$ cat src/rtl/game_flow_controller.sv
// game_flow_controller
//   Top-level game sequencer. Gates the alien/laser datapath, re-arms the alien
//   grid for each wave, and owns lives, level and score.
// Ports
//   clk, reset     system clock, asynchronous active-high reset
//   tick           1-cycle time-unit pulse used as the pause timebase
//   fire           debounced 1-cycle fire pulse (starts a game from ATTRACT)
//   victory        level: all aliens dead
//   defeat         level: aliens reached the ship row
//   ship_hit       1-cycle pulse: ship struck
//   killing_alien  1-cycle pulse: laser killed an alien
//   play_en        high only in PLAYING
//   wave_reset     1-cycle pulse in START: reload alien grid and laser
//   level          current wave, saturating at MAX_LEVEL
//   lives          remaining lives
//   score          saturating binary score
//   game_over      high while in GAME_OVER
//   state          encoded FSM state for HUD/debug
module game_flow_controller #(
    parameter int unsigned LIVES_INIT  = 3,
    parameter int unsigned MAX_LEVEL   = 7,
    parameter int unsigned PAUSE_TICKS = 30,
    parameter int unsigned POINTS      = 10,
    parameter int unsigned SCORE_W     = 16
) (
    input  logic               clk,
    input  logic               reset,
    input  logic               tick,
    input  logic               fire,
    input  logic               victory,
    input  logic               defeat,
    input  logic               ship_hit,
    input  logic               killing_alien,
    output logic               play_en,
    output logic               wave_reset,
    output logic [2:0]         level,
    output logic [2:0]         lives,
    output logic [SCORE_W-1:0] score,
    output logic               game_over,
    output logic [2:0]         state
);

    localparam int unsigned CNT_W = (PAUSE_TICKS > 1) ? $clog2(PAUSE_TICKS) : 1;

    typedef enum logic [2:0] {
        ATTRACT    = 3'd0,
        START      = 3'd1,
        PLAYING    = 3'd2,
        WAVE_CLEAR = 3'd3,
        SHIP_LOST  = 3'd4,
        GAME_OVER  = 3'd5
    } stateT;

    stateT              stateQ;
    stateT              stateNext;
    logic [CNT_W-1:0]   pauseCnt;
    logic               pauseArmed;
    logic               pausing;
    logic               pauseDone;
    logic [SCORE_W:0]   scoreSum;

    assign state = stateQ;

    assign pausing = (stateQ == WAVE_CLEAR) || (stateQ == SHIP_LOST) || (stateQ == GAME_OVER);

    // pauseArmed stays low for the entry cycle so a tick there is not counted
    assign pauseDone = pausing && pauseArmed && tick &&
                       (pauseCnt == CNT_W'(PAUSE_TICKS - 1));

    // One extra bit catches the carry for saturation
    assign scoreSum = {1'b0, score} + (SCORE_W + 1)'(POINTS);

    // Next-state selection; defeat > ship_hit > victory while playing
    always_comb begin
        stateNext = stateQ;
        case (stateQ)
            ATTRACT:    if (fire) stateNext = START;
            START:      stateNext = PLAYING;
            PLAYING: begin
                if (defeat)
                    stateNext = GAME_OVER;
                else if (ship_hit)
                    stateNext = (lives == 3'd1) ? GAME_OVER : SHIP_LOST;
                else if (victory)
                    stateNext = WAVE_CLEAR;
            end
            WAVE_CLEAR: if (pauseDone) stateNext = START;
            SHIP_LOST:  if (pauseDone) stateNext = PLAYING;
            GAME_OVER:  if (pauseDone) stateNext = ATTRACT;
            default:    stateNext = ATTRACT;
        endcase
    end

    // State, registered decodes, pause timer and game counters
    always_ff @(posedge clk or posedge reset) begin
        if (reset) begin
            stateQ     <= ATTRACT;
            play_en    <= 1'b0;
            wave_reset <= 1'b0;
            game_over  <= 1'b0;
            level      <= 3'd0;
            lives      <= 3'(LIVES_INIT);
            score      <= '0;
            pauseCnt   <= '0;
            pauseArmed <= 1'b0;
        end else begin
            stateQ     <= stateNext;
            play_en    <= (stateNext == PLAYING);
            wave_reset <= (stateNext == START);
            game_over  <= (stateNext == GAME_OVER);

            if (stateNext != stateQ) begin
                pauseCnt   <= '0;
                pauseArmed <= 1'b0;
            end else if (pausing) begin
                if (!pauseArmed)
                    pauseArmed <= 1'b1;
                else if (tick)
                    pauseCnt <= pauseCnt + CNT_W'(1);
            end

            case (stateQ)
                ATTRACT: begin
                    if (fire) begin
                        score <= '0;
                        level <= 3'd0;
                        lives <= 3'(LIVES_INIT);
                    end
                end
                PLAYING: begin
                    // Kills count even on the cycle that leaves PLAYING
                    if (killing_alien)
                        score <= scoreSum[SCORE_W] ? '1 : scoreSum[SCORE_W-1:0];
                    if (defeat)
                        lives <= 3'd0;
                    else if (ship_hit)
                        lives <= lives - 3'd1;
                    else if (victory && (level < 3'(MAX_LEVEL)))
                        level <= level + 3'd1;
                end
                default: ;
            endcase
        end
    end

endmodule
$ cat config.mk
export PLATFORM = sky130hd
export DESIGN_NAME = game_flow_controller
export DESIGN_NICKNAME = d
export VERILOG_FILES = /design/src/rtl/game_flow_controller.sv
export SDC_FILE = /design/constraint.sdc
export NUM_CORES = 1
export LEC_CHECK = 0
export BUFFER_PORTS_ARGS = -buffer_cell sky130_fd_sc_hd__clkbuf_2
export CORE_AREA = 2 2 78 80
export DETAILED_ROUTE_END_ITERATION = 7
export DIE_AREA = 0 0 80 82
export HOLD_SLACK_MARGIN = 0.08
export SYNTH_ARGS = -nofsm -noshare
export SYNTH_HDL_FRONTEND = slang
export SYNTH_SLANG_ARGS = --single-unit
$ cat constraint.sdc
create_clock -name clk -period 2.36 [get_ports clk]
set_clock_uncertainty 0.2 [all_clocks]
set_input_delay 0.118 -clock clk [delete_from_list [all_inputs] [get_ports clk]]
set_output_delay 0.118 -clock clk [all_outputs]
set_load 0.05 [all_outputs]
==> run summary <==
The run finished with clean final reports. The warning count from the yosys run came out at 0. The first global-routing pass estimated 8.18 mm of wire.

Setup repair after global routing left no endpoint under its margin. The proportion of synthesized area in mux cells is 0.510%. The peak fanout along the critical path came out at 3. The vertical extent of the die came out at between 80 and 90 um. The combined area of all synthesized cells came out at 2210 um^2. The number of vias in the routed layout came out at 1848. The count of unresolved DRC violations after routing came out at 0. The placeable core region is 5750 um^2. STA classifies the critical path endpoint as a flop. The final count of hold timing violations was 0. The main combinational cell family by area after synthesis is simple AND/OR/NAND/NOR gates. The number of cell rows came out at 28. The top cell types in the final layout, fill and taps aside, are sky130_fd_sc_hd__clkbuf_2 (35), sky130_fd_sc_hd__dfrtp_1 (32), sky130_fd_sc_hd__nand2_1 (16), sky130_fd_sc_hd__nand3_1 (14), sky130_fd_sc_hd__nor2_1 (14). The number of enable-type register cells in the synthesized netlist came out at 0. The clock transition time at the flip-flop clock pins of the worst setup and hold paths came out at around 0.070 ns.

Combinational logic burns between 40% and 50% of the power. The number of antenna violations at the first check in global routing came to 0. The share of the cycle needed by the critical path after routing came out at 93.0%. The static leakage is 1.21 nW. Prior to clock tree synthesis, the placed netlist has a worst setup slack of 0.182 ns. The count of final setup violators is 0. The net switching power figure came out at 0.00120 W. For this run, the top clock speed supported by timing is 456 MHz.

STA classifies the critical path startpoint as a flop. The depth of the CTS H-tree came out at 2. The average detailed-routed wire length per instance came out at 14.5 um. The final-layout setup total negative slack came out at 0 ns. The max-cap check violation count came out at 0. The cell-internal power is 0.00141 W. The TritonCTS buffer count came out at 5.

In the synthesized netlist the dominant register cell turns out to be sky130_fd_sc_hd__dfrtp_1. Entering global routing, the biggest net connects 35 pins. During placement, the flow inserted port buffers numbering 35. The share of total power dissipated in the clock network is 19.3%. The slew of the pin with the lowest slew margin came out at 0.790 ns. The worst path setup slack after routing came out at roughly 0.17 ns.

The final global-route overflow total came out at 0. TritonCTS built the clock tree. In this run the worst hold path is classified as in2reg. The count of final max-slew check failures came out at 0. The synthesized netlist devotes around a fifth of its cell area to compound gates. The mean instance size in the synthesized netlist is roughly 9.9 um^2. The critical path data required time came out at 2.34 ns. The final layout contains 280 nets.

The number of different library cells used by synthesis comes to 66. Synthesis handed over a netlist of 223 instances. The worst slew margin relative to its limit came out at 47.1%. The number of global-route vias before repair came out at 1720.

For this run, the slowest stage of the critical path takes 0.54 ns. Cells with a size suffix above 1 make up between 30% and 40% of the layout. After synthesis the netlist holds a flip-flop and latch count of 34. The sequential group share of total power is 31.5%. For this block, the routed nets add up to 4.97 mm of wire. In this design, the critical path's most frequently occurring cell is sky130_fd_sc_hd__inv_2. In the global route stage, overall resource usage came out at 16.0%.

The first detailed-routing pass ran for 4 iterations. The total power per unit cell area came out at 1010 nW/um^2. The endpoint arrival time on the critical path is 2.17 ns. The proportion of register bits with asynchronous set or reset after synthesis came out at 100%. In this run the count of I/O pins placed on the die edge is 36. The maximum number of buffers from clock root to sink came out at 2. Traced cell by cell, the critical path runs through inv_2, ha_1, and3b_1, or3_1, a221oi_2, inv_2, and2_1. After synthesis, flip-flops and latches occupy between 30% and 40% of the total area. The initial standard-cell utilization of the core came out at 38.5%. Once detail routing completed, the nets flagged for antenna violations numbered 0. Summing the areas of all and, or, nand and nor instances in the mapped netlist gives 28.1% of the synthesized area. Across the VDD grid, the largest voltage drop is 0.411 mV. The number of DRC markers after the initial detailed-route iteration came out at about 70.

Compared with the post-synthesis result, the final layout area differs by 16.7%. The die area came out at roughly 6600 um^2. On the critical path, the stage with the largest delay is an instance of sky130_fd_sc_hd__dfstp_2.

At the later pin of the worst-skew pair, clock insertion delay measures 0.29 ns. The number of sinks handled by clock tree synthesis is 34. The post-cts sizing count is 0. The total nets after synthesis came out at 237.

The total inserted antenna cells is 0. The post-DP HPWL is about 3.5 mm. The switching part of the total power is a little under half. The most common cell after layout, fill and taps aside is sky130_fd_sc_hd__clkbuf_2.

The critical path is of the reg2reg type. In this run the clock root is driven by a sky130_fd_sc_hd__clkbuf_8. The XOR/XNOR share of the synthesized area came out at 1.98%.

The routed design could run at a clock period as short as 2.19 ns. The adder-cell share of the synthesized area is about 3.4%. The via-per-instance ratio is 5.40.

The last weighted congestion value of the routability-driven placer is 0.767. The horizontal die dimension is 80 um.
timing repair:
action | CTS | global route
setup buffers | 0 | 0
hold buffers | 4 | 0
hold endpoints to repair | 39 | 0
setup endpoints to repair | 0 | 0
layer usage:
layer | up-vias | share of wire (%) | GRT usage (%)
met5 | - | 0 | 0
met4 | 0 | 1.2 | 5.08
met3 | 5 | 3.6 | 3.41
met2 | 34 | 47 | 25.6
met1 | 884 | 48 | 21.7
li1 | 925 | - | -
metrics by stage:
| stage | std cells | power [W] | instance area (um^2) | hold WS [ns] | utilization (%) |
|---|---|---|---|---|---|
| after global routing | 342 | 0.00279 | 2580 | 0.111 | 44.9 |
| after global placement | 330 | 0.00212 | 2430 | 0.0294 | 42.3 |
| final | 342 | 0.00261 | 2580 | 0.0953 | 44.9 |
| after floorplan | 223 | 0.00188 | 2210 | 0.0581 | - |
| after detailed placement | 330 | 0.00213 | 2430 | 0.0319 | 42.3 |
| after CTS | 342 | 0.00264 | 2580 | 0.0893 | 44.9 |
power groups by stage:
stage / Combinational (W) / Clock [W] / Sequential [W]
final: 0.00129 / 0.000503 / 0.000823
after global placement: 0.00128 / 0 / 0.000835
after detailed placement: 0.00129 / 0 / 0.000837
after CTS: 0.00130 / 0.000519 / 0.000825
after floorplan: 0.000750 / 0 / 0.00113
after global routing: 0.00140 / 0.000546 / 0.000845
registers in the layout, indices dropped and copies added (netlist names):
register	count
pauseArmed	1
play_en	1
pauseCnt	5
game_over	1
lives	3
state	3
score	16
level	3
wave_reset	1
final timing paths:
path / from / end / slack, ns / cells past startpoint
setup / recovery: lives[1]$_DFFE_PP1P_ / game_over$_DFF_PP0_ / 0.17 / 7
hold / removal: fire / score[15]$_DFFE_PP0P_ / 0.1 / 4
setup reg to reg: lives[1]$_DFFE_PP1P_ / game_over$_DFF_PP0_ / 0.17 / 7
hold reg to reg: score[0]$_DFFE_PP0P_ / score[0]$_DFFE_PP0P_ / 0.30 / 2
max in group asynchronous: reset / lives[0]$_DFFE_PP1P_ / 1.35 / 4
min in group asynchronous: reset / wave_reset$_DFF_PP0_ / 0.26 / 4
critical path, delay by kind of cell (launching register included):
kind | cells | cell delay, ns
AND/OR/NAND/NOR | 3 | 0.70
flip-flops | 1 | 0.54
AO/OA/AOI/OAI | 1 | 0.38
adder cells (fa/ha/maj) | 1 | 0.16
buffers and inverters | 2 | 0.11
kinds of logic after synthesis:
logic type	after synthesis
AO/OA/AOI/OAI	60
XOR/XNOR	5
adder cells (fa/ha/maj)	6
buffers and inverters	19
flip-flops	34
multiplexers	1
AND/OR/NAND/NOR	98
cell usage after synthesis (4+ instances only):
library cell               instances  area (um^2)
sky130_fd_sc_hd__xnor2_1           4         35.0
sky130_fd_sc_hd__a21oi_1           7         35.0
sky130_fd_sc_hd__nand4_1           7         43.8
sky130_fd_sc_hd__dfrtp_1          32          801
sky130_fd_sc_hd__a31oi_1           5         31.3
sky130_fd_sc_hd__a21o_1            4         30.0
sky130_fd_sc_hd__buf_6             6         67.6
sky130_fd_sc_hd__nand2_1          16         60.1
sky130_fd_sc_hd__nor3_2            5         50.1
sky130_fd_sc_hd__inv_1             6         22.5
sky130_fd_sc_hd__nor2_1           14         52.6
sky130_fd_sc_hd__o21ai_1          11         55.1
sky130_fd_sc_hd__nor3_1            8         40.0
sky130_fd_sc_hd__nand3_1          14         70.1
sky130_fd_sc_hd__or3_1             6         37.5
sky130_fd_sc_hd__o21ai_0           5         25.0
sky130_fd_sc_hd__ha_1              6         75.1
sky130_fd_sc_hd__a211oi_1          4         30.0
cell type report:
class	count	area, um^2
clock buffer	8	110
fill	582	3170
inverter	7	26.3
multi-input combinational	170	1210
sequential	34	853
tap	75	93.8
timing repair buffer	48	283
Note: power is estimated with default switching activity, not from simulation.
